File: src/rtl/intc_16src_v1.sv
// 16-source priority interrupt controller with rising-edge capture, SFR access
// and a non-nesting IDLE/REQ/SERVICE handshake to the CPU.
module intc_16src_v1 #(
  parameter int unsigned           DATA_WIDTH = 32,
  parameter int unsigned           ADDR_WIDTH = 32,
  parameter logic [ADDR_WIDTH-1:0] BASE_ADDR  = ADDR_WIDTH'(32'hFFFFF864),
  parameter int unsigned           N_SRC      = 16
) (
  input  logic                  sys_clk,
  input  logic                  sys_rst_n,
  input  logic [ADDR_WIDTH-1:0] sys_addr,
  input  logic                  sys_wr_en,
  input  logic [DATA_WIDTH-1:0] sys_sw_value,
  input  logic [N_SRC-1:0]      irq_src,
  input  logic                  cpu_irq_ack,
  input  logic                  cpu_irq_done,
  output logic [DATA_WIDTH-1:0] sfr_rd_dout,
  output logic                  cpu_irq_req,
  output logic [3:0]            cpu_irq_id
);

  localparam int unsigned ID_W = 4;

  localparam logic [ADDR_WIDTH-1:0] A_CTRL = BASE_ADDR;
  localparam logic [ADDR_WIDTH-1:0] A_IE   = BASE_ADDR + ADDR_WIDTH'(4);
  localparam logic [ADDR_WIDTH-1:0] A_IF   = BASE_ADDR + ADDR_WIDTH'(8);
  localparam logic [ADDR_WIDTH-1:0] A_STAT = BASE_ADDR + ADDR_WIDTH'(12);

  typedef enum logic [1:0] {
    S_IDLE    = 2'd0,
    S_REQ     = 2'd1,
    S_SERVICE = 2'd2
  } state_t;

  state_t            r_state;
  state_t            w_state_nxt;
  logic              r_gie;
  logic [N_SRC-1:0]  r_ie;
  logic [N_SRC-1:0]  r_if;
  logic [N_SRC-1:0]  r_src_q;
  logic [ID_W-1:0]   r_active_id;
  logic              r_req;

  logic [N_SRC-1:0]  w_pend;
  logic [N_SRC-1:0]  w_set;
  logic [N_SRC-1:0]  w_w1c;
  logic [N_SRC-1:0]  w_id_mask;
  logic [N_SRC-1:0]  w_ack_clr;
  logic [ID_W-1:0]   w_low_id;
  logic [ID_W-1:0]   w_id_nxt;
  logic              w_req_nxt;
  logic              w_abort;
  logic              w_wr_ctrl;
  logic              w_wr_ie;
  logic              w_unused;

  assign w_unused  = ^sys_sw_value;
  assign w_wr_ctrl = sys_wr_en && (sys_addr == A_CTRL);
  assign w_wr_ie   = sys_wr_en && (sys_addr == A_IE);
  assign w_w1c     = (sys_wr_en && (sys_addr == A_IF)) ? sys_sw_value[N_SRC-1:0] : '0;
  assign w_set     = irq_src & ~r_src_q;
  assign w_pend    = r_if & r_ie;
  assign w_id_mask = N_SRC'(1) << r_active_id;

  // Request is withdrawn if software disables or clears the presented source
  assign w_abort = !r_gie || ((r_ie & w_id_mask) == '0) || ((r_if & w_id_mask) == '0);

  // Lowest set index wins (bit 0 = highest priority)
  always_comb begin
    w_low_id = '0;
    for (int i = int'(N_SRC) - 1; i >= 0; i--) begin
      if (w_pend[i]) w_low_id = ID_W'(i);
    end
  end

  // FSM state register
  always_ff @(posedge sys_clk or negedge sys_rst_n) begin
    if (!sys_rst_n) r_state <= S_IDLE;
    else            r_state <= w_state_nxt;
  end

  // FSM next-state logic
  always_comb begin
    w_state_nxt = r_state;
    case (r_state)
      S_IDLE: begin
        if (r_gie && (w_pend != '0)) w_state_nxt = S_REQ;
      end
      S_REQ: begin
        if (w_abort)          w_state_nxt = S_IDLE;
        else if (cpu_irq_ack) w_state_nxt = S_SERVICE;
      end
      S_SERVICE: begin
        if (cpu_irq_done) w_state_nxt = S_IDLE;
      end
      default: w_state_nxt = S_IDLE;
    endcase
  end

  // FSM outputs: next request/id values and the acknowledge clear mask
  always_comb begin
    w_req_nxt = (w_state_nxt == S_REQ);
    w_id_nxt  = r_active_id;
    w_ack_clr = '0;
    if (w_state_nxt == S_IDLE) begin
      w_id_nxt = '0;
    end else if (r_state == S_IDLE) begin
      w_id_nxt = w_low_id;
    end
    if ((r_state == S_REQ) && (w_state_nxt == S_SERVICE)) begin
      w_ack_clr = w_id_mask;
    end
  end

  // Registered outputs and active id
  always_ff @(posedge sys_clk or negedge sys_rst_n) begin
    if (!sys_rst_n) begin
      r_req       <= 1'b0;
      r_active_id <= '0;
    end else begin
      r_req       <= w_req_nxt;
      r_active_id <= w_id_nxt;
    end
  end

  // SFR state and edge capture; a hardware set beats any same-cycle clear
  always_ff @(posedge sys_clk or negedge sys_rst_n) begin
    if (!sys_rst_n) begin
      r_gie   <= 1'b0;
      r_ie    <= '0;
      r_if    <= '0;
      r_src_q <= '0;
    end else begin
      r_src_q <= irq_src;
      r_if    <= (r_if & ~(w_w1c | w_ack_clr)) | w_set;
      if (w_wr_ctrl) r_gie <= sys_sw_value[0];
      if (w_wr_ie)   r_ie  <= sys_sw_value[N_SRC-1:0];
    end
  end

  // Combinational read mux; zero when unaddressed so it can be OR-merged
  always_comb begin
    sfr_rd_dout = '0;
    if (sys_addr == A_CTRL) begin
      sfr_rd_dout[0] = r_gie;
    end else if (sys_addr == A_IE) begin
      sfr_rd_dout[N_SRC-1:0] = r_ie;
    end else if (sys_addr == A_IF) begin
      sfr_rd_dout[N_SRC-1:0] = r_if;
    end else if (sys_addr == A_STAT) begin
      sfr_rd_dout[ID_W-1:0] = r_active_id;
      sfr_rd_dout[8]        = (r_state == S_REQ);
      sfr_rd_dout[9]        = (r_state == S_SERVICE);
    end
  end

  assign cpu_irq_req = r_req;
  assign cpu_irq_id  = r_active_id;

endmodule
File: config.mk
export PLATFORM = sky130hd
export DESIGN_NAME = intc_16src_v1
export DESIGN_NICKNAME = d
export VERILOG_FILES = /design/src/rtl/intc_16src_v1.sv
export SDC_FILE = /design/constraint.sdc
export NUM_CORES = 1
export LEC_CHECK = 0
export ABC_AREA = 1
export CAP_MARGIN = 25
export CELL_PAD_IN_SITES_DETAIL_PLACEMENT = 1
export CELL_PAD_IN_SITES_GLOBAL_PLACEMENT = 1
export CORE_ASPECT_RATIO = 1.2
export CORE_MARGIN = 1
export CORE_UTILIZATION = 32
export CTS_BUF_LIST = sky130_fd_sc_hd__clkbuf_4 sky130_fd_sc_hd__clkbuf_8
export CTS_CLUSTER_DIAMETER = 80
export DETAILED_ROUTE_END_ITERATION = 6
export MAX_ROUTING_LAYER = met4
export PLACE_DENSITY_LB_ADDON = 0.08
export REMOVE_ABC_BUFFERS = 1
export SYNTH_ARGS = -nofsm -noshare
export SYNTH_HDL_FRONTEND = slang
export SYNTH_SLANG_ARGS = --single-unit
File: constraint.sdc
create_clock -name sys_clk -period 2.7 [get_ports sys_clk]
set_input_delay 0.54 -clock sys_clk [delete_from_list [all_inputs] [get_ports sys_clk]]
set_output_delay 0.54 -clock sys_clk [all_outputs]
set_load 0.05 [all_outputs]
==> results of run 1 <==
final timing paths:
check / depth (start not counted) / slack (ns) / to
max: 10 / -0.09 / sfr_rd_dout[9]
min: 1 / 0.24 / r_state[0]
max reg2reg: 12 / 0.25 / cpu_irq_id[0]
min reg2reg: 1 / 0.41 / r_if[14]
max in group asynchronous: 2 / 1.83 / r_ie[10]
min in group sys_clk: 1 / 0.41 / r_if[14]
cells in the mapped netlist:
library cell | number | share of area [%]
or2_2 | 2 | 0.38
inv_1 | 48 | 5.5
a31oi_1 | 1 | 0.19
clkbuf_1 | 5 | 0.57
conb_1 | 1 | 0.11
clkinv_1 | 3 | 0.34
o21ai_0 | 37 | 5.6
nand3_2 | 2 | 0.61
o22ai_1 | 2 | 0.38
buf_6 | 2 | 0.69
o21ai_2 | 2 | 0.53
dfrtp_1 | 56 | 43
o21ai_1 | 8 | 1.2
nor3_1 | 3 | 0.46
buf_2 | 4 | 0.61
nand3_1 | 30 | 4.6
nor2_2 | 8 | 1.5
nor2_1 | 36 | 4.1
o31ai_1 | 1 | 0.23
nand3b_1 | 2 | 0.46
nand4_1 | 12 | 2.3
nor4_2 | 1 | 0.38
inv_2 | 2 | 0.23
a21oi_1 | 22 | 3.3
a22oi_1 | 3 | 0.69
nand2_1 | 160 | 18
buf_4 | 17 | 3.9
and2_1 | 1 | 0.19
stage by stage:
stage	setup WS [ns]	std cells	TNS, ns
global placement	-0.4147	701	-5.935
global route	-0.1894	720	-0.8814
CTS	-0.1374	718	-0.5462
finish	-0.08527	720	-0.1368
detailed placement	-0.5310	701	-8.414
floorplan	-0.5532	458	-7.348
layout make-up:
type | count | share of cell area (%)
clock buffer | 8 | 1.969
sequential | 56 | 28.28
tap | 126 | 3.181
inverter | 53 | 4.090
timing repair buffer | 128 | 27.57
multi-input combinational | 349 | 34.92
cells by family (layout without fill, tap and decap cells):
| kind of cell | count (synthesis) | count (layout) |
|---|---|---|
| and+or+nand+nor | 257 | 257 |
| buffers and inverters | 81 | 189 |
| AOI/OAI and AO/OA | 76 | 76 |
| DFF | 56 | 56 |
| other | 1 | 16 |
state kept, by name, indices dropped and copies added, names as in the netlist:
name         flops
r_src_q         16
cpu_irq_id       4
r_if            16
r_ie            16
cpu_irq_req      1
r_state          2
r_gie            1
layout by cell type, fill, tap and decap left out, types with 7 or more instances in the layout:
cell / count
nor2_1: 31
a21oi_1: 17
nand4_1: 12
inv_1: 47
nand3_1: 27
o21ai_1: 16
o21ai_2: 15
clkdlybuf4s50_1: 40
dfrtp_1: 56
o21ai_0: 16
buf_2: 7
conb_1: 16
buf_4: 31
buf_12: 20
clkbuf_2: 12
nor2_2: 8
nand2_1: 157
per-layer routing:
metal / wire length, µm / vias to the layer above
met5: 0 / -
met4: 380 / 0
met3: 621 / 21
met2: 6558 / 110
met1: 4897 / 1720
li1: - / 1713
power breakdown:
group	internal (µW)	switching, µW	total [µW]
logic	82.6	110	193
registers	850	3.33	853
clock network	231	288	519
worst max-delay path, stage by stage:
cell,delay (ns)
dlygate4sd2_1,0.23
or2_4,0.28
nor2_4,0.14
nand2_2,0.09
nor2_4,0.15
buf_4,0.13
buf_4,0.09
nand4_1,0.20
a21oi_4,0.24
buf_12,0.16
timing repair:
action,4_1_cts,5_1_grt
setup buffers,8,2
gates cloned,1,0
pin swaps,24,20
resized for setup,109,46
endpoints found under the hold margin,0,0
endpoints found under the setup margin,16,19
==> flow_metrics.py, run 1 <==
metrics = {
    "status": {
        "run_status": "finished with violations",
        "violations": "negative setup slack",
    },
    "clocking": {
        "cts_tree": "yes",
        "path_clk_slew_ns": 0.10,
        "postCtsHoldBufs": 0,
        "cts-root-buf": "clkbuf_8",
        "clock_latency_ns": 0.33,
        "cts_made_buffers": 5,
        "clock_path_buffers": 2,
        "htreeDepth": 2,
        "clock-sinks": 56,
    },
    "global_route": {
        "use_met3_pct": 2.957,
        "busiest_layer": "met2",
        "groute.usage.overall_pct": 24.76,
        "grt_pass1_wl_um": 19150,
        "grt_max_degree": 32,
        "gr-usage-met2_pct": 43.96,
        "grt_pass1_vias": 3755,
        "grt-ovfl-total": 0,
        "antenna_found_initial": 0,
        "use_met1_pct": 28.10,
    },
    "route": {
        "wl_per_cell_um": 17.30,
        "drt.antenna.violating_nets": 0,
        "finalWirelength_um": 12460,
        "drc": 0,
        "viasPerCell": 4.950,
        "dr_total_vias": 3564,
        "dr.pass1.iters": 4,
        "drt_iter0_drc": 90,
    },
    "power": {
        "powerDensity_mw_per_mm2": 315.8,
        "vdd.ir_drop.worst_uv": 177.5,
        "leakage_uw": 0.002517,
        "power_uw": 1565,
    },
    "layout": {
        "final_area_mm2": 0.004956,
        "syn_to_final_growth_pct": 50.78,
        "final-seq-area_mm2": 0.001401,
        "diodes": 0,
        "nets": 678,
        "fill_cells": 1254,
        "final_util_pct": 49.51,
        "multi_input_area_mm2": 0.001730,
        "drive_gt1_share_pct": 23.23,
    },
    "sta": {
        "setup_viol": 3,
        "fmax_ghz": 0.3590,
        "worst_hold_slack_ns": 0.2424,
        "finalHoldViolCount": 0,
        "grt_setup_unrepaired": "yes",
        "timing.final.ws_setup_ns": -0.08527,
        "maxSlewViolCount": 0,
        "worst_pin_slew_ns": 0.7057,
        "timing.slew.headroom_pct": 52.95,
        "fin_crit_ns": 2.785,
        "finClkSkew_ns": 0.007119,
        "finalCritPeriodShare_pct": 103.2,
    },
    "logic_synthesis": {
        "netlist_area_mm2": 0.003287,
        "syn_avg_cell_area_um2": 6.979,
        "synthXorXnorAreaFrac_pct": 0,
        "yosysWarnings": 0,
        "ys_seq_elements": 56,
        "yosysSeqAreaShare_pct": 42.63,
        "synthMuxAreaShare_pct": 0,
        "synth_cells": 471,
        "synthAdderAreaFrac_pct": 0,
        "synth_cell_type_count": 28,
        "synth-compound-area-share_pct": 12.22,
        "synthSimpleGateAreaFrac_pct": 33.23,
        "synth_top_family_by_area": "simple AND/OR/NAND/NOR gates",
    },
    "floorplanning": {
        "num_rows": 40,
        "die_h_um": 113.0,
        "fp.dieW_um": 94.52,
        "die_area_mm2": 0.01068,
        "boundaryPins": 122,
        "start_util_pct": 32.84,
        "design.core.area_mm2": 0.01001,
    },
    "worst_setup_path": {
        "end_kind": "primary output",
        "required_ns": 2.16,
        "worstSetupPathType": "input port to primary output",
        "r2r_start": "cpu_irq_id[2]",
        "startpoint": "sys_addr[0]",
        "critPathMaxFanout": 2,
        "cp.arrival_ns": 2.25,
        "cp-start-kind": "input port",
    },
    "placed_design": {
        "gp_congestion": 0.8377,
        "placed_area_mm2": 0.004631,
        "port_buffers": 89,
        "hpwl_um": 8876,
    },
    "hold_path": {
        "worst_hold_path_type": "input port to async pin",
    },
    "job": {
        "maxCapViolCount": 0,
    },
}
(Power assumes the default switching activity.)
==> run 2, diff against run 1 <==
Settings changed: CTS_CLUSTER_DIAMETER 80 to 150, TNS_END_PERCENT set to 10.
==> run 2 against run 1 <==
The flow still finishes with violations (negative setup slack); worst hold slack lost 0.0013 ns; wire length shrank 1.4%; flip-flop and latch count is the same; critical path depth grew 3; via count is essentially flat; combinational power is essentially flat; global-route usage is the same; cell area shrank 0.38%; sequential power is essentially flat; non-clock buffer count is the same; critical path type unchanged; critical endpoint unchanged; largest cell class unchanged.
==> flow_metrics.py, run 2 (same netlist as run 1, synthesis figures left out) <==
metrics = {
    "power": {
        "powerDensity_mw_per_mm2": 316.4,
        "p_int_uw": 1163,
        "leakage_uw": 0.002525,
        "switching_power_uw": 398.9,
        "vdd.ir_drop.worst_uv": 177.5,
        "seq_power_share_pct": 54.6,
        "pwr-share-comb_pct": 12.3,
        "clkPwrFrac_pct": 33.1,
        "p_sw_share_pct": 25.54,
    },
    "sta": {
        "fmax_ghz": 0.3616,
        "grt_setup_unrepaired": "yes",
        "finalHoldViolCount": 0,
        "worst_hold_slack_ns": 0.2411,
        "timing.slew.headroom_pct": 53.58,
        "worst_pin_slew_ns": 0.6963,
        "fin_crit_ns": 2.765,
        "finClkSkew_ns": 0.006042,
        "timing.final.ws_setup_ns": -0.06521,
        "setup_viol": 5,
        "maxSlewViolCount": 0,
        "finalCritPeriodShare_pct": 102.4,
    },
    "worst_setup_path": {
        "cp-start-kind": "input port",
        "cp_slowest_cell": "and2_4",
        "cp_slowest_stage_delay_ns": 0.22,
        "worstSetupPathType": "input port to primary output",
        "required_ns": 2.16,
        "end_kind": "primary output",
        "critPathMaxFanout": 6,
        "path_cells": "buf_6 -> nand2_2 -> nor3_2 -> nand4_1 -> nor3_2 -> and2_4 -> nand3_4 -> buf_12 -> buf_8 -> nor2_2 -> nor2_1 -> a21oi_2 -> buf_12",
        "cp.arrival_ns": 2.23,
    },
    "floorplanning": {
        "start_util_pct": 32.84,
        "boundaryPins": 122,
        "die_area_mm2": 0.01068,
        "design.core.area_mm2": 0.01001,
        "fp.dieW_um": 94.52,
        "num_rows": 40,
        "die_h_um": 113.0,
    },
    "layout": {
        "multi_input_area_mm2": 0.001707,
        "drive_gt1_share_pct": 23.23,
        "syn_to_final_growth_pct": 50.21,
        "fin_cells": 720,
        "most-common-layout-cells": "nand2_1 (157), dfrtp_1 (56), inv_1 (47), clkdlybuf4s50_1 (40), nor2_1 (32)",
        "final_common_cell": "nand2_1",
        "reg.largest.list": "r_ie: 16 flops, r_if: 16 flops, r_src_q: 16 flops",
        "diodes": 0,
        "nets": 678,
        "fill_cells": 1263,
        "final-seq-area_mm2": 0.001401,
    },
    "route": {
        "finalWirelength_um": 12280,
        "drc": 0,
        "dr.max_layer_used": "met4",
        "routed-wl-met3_um": 577,
        "drt.antenna.violating_nets": 0,
        "wl_met2_um": 6377,
        "wl_met1_um": 4910,
        "wl_per_cell_um": 17.06,
        "dr.pass1.iters": 4,
        "dr_total_vias": 3566,
        "drt_iter0_drc": 110,
        "viasPerCell": 4.953,
    },
    "clocking": {
        "htreeDepth": 2,
        "clock-sinks": 56,
        "cts-root-buf": "clkbuf_8",
        "postCtsHoldBufs": 0,
        "clock_path_buffers": 2,
        "path_clk_slew_ns": 0.10,
        "clock_latency_ns": 0.32,
        "cts_tree": "yes",
        "cts_made_buffers": 5,
    },
    "global_route": {
        "grt-ovfl-total": 0,
        "grt_pass1_vias": 3755,
        "antenna_found_initial": 0,
        "grt_pass1_wl_um": 19150,
        "grt_max_degree": 32,
        "groute.usage.overall_pct": 24.76,
    },
    "placed_design": {
        "hpwl_um": 8876,
        "dp.cells": 701,
        "dp_slack_ns": -0.5310,
        "port_buffers": 89,
        "gp_congestion": 0.8377,
    },
    "job": {
        "maxCapViolCount": 0,
    },
    "hold_path": {
        "worst_hold_path_type": "input port to async pin",
    },
    "status": {
        "violations": "negative setup slack",
        "run_status": "finished with violations",
    },
}
==> run 2: power by group through the flow <==
stage / Combinational (µW) / Clock [µW] / Sequential [µW]
floorplan: 61.3 / 0 / 870
global placement: 199 / 0 / 870
detailed placement: 202 / 0 / 870
CTS: 196 / 538 / 854
global route: 208 / 561 / 854
finish: 192 / 517 / 853
==> run 2: routing by layer <==
layer | GRT usage (%) | vias to the layer above
li1 | - | 1715
met1 | 28.10 | 1717
met2 | 43.96 | 112
met3 | 2.957 | 22
met4 | 9.495 | 0
met5 | - | -
==> run 2: layout make-up <==
class	count	area share [%]
clock buffers	8	1.977
inverters	53	4.105
multi-input cells	349	34.57
flip-flops and latches	56	28.38
well taps	126	3.193
repair buffers	128	27.78
==> run 2: timing repair <==
item / CTS / global route
setup buffers: 8 / 2
setup endpoints to repair: 16 / 19
pin swaps: 23 / 21
gates cloned: 1 / 0
resized for setup: 106 / 43
==> run 2: worst paths after layout <==
kind / startpoint / endpoint / slack (ns) / cells past startpoint
max: sys_addr[12] / sfr_rd_dout[9] / -0.07 / 13
min: sys_rst_n / r_state[0] / 0.24 / 1
max reg2reg: cpu_irq_id[2] / cpu_irq_id[3] / 0.25 / 12
min reg2reg: r_src_q[14] / r_if[14] / 0.42 / 1
max in group asynchronous: sys_rst_n / r_ie[10] / 1.84 / 2
min in group sys_clk: r_src_q[14] / r_if[14] / 0.42 / 1
==> run 2: metrics by stage <==
stage | TNS (ns) | instance area (µm²) | utilization [%] | total power (µW)
after floorplan | -7.348 | 3154 | - | 930.9
after detailed placement | -8.414 | 4631 | 46.26 | 1072
after CTS | -0.5899 | 4932 | 49.28 | 1587
final | -0.1834 | 4937 | 49.33 | 1562
after global routing | -0.7112 | 4937 | 49.33 | 1624
after global placement | -5.935 | 4631 | 46.26 | 1068
==> run 2: critical path: cells and delay by family <==
family	cells	cell delay, ns
simple gates	8	0.97
buf+inv	4	0.53
compound gates	1	0.21
==> run 3, diff against run 2 <==
Settings changed: SLEW_MARGIN set to 40.
==> results of run 3 <==
Same layout as run 2: the final DEF is identical, and so are final timing and power.
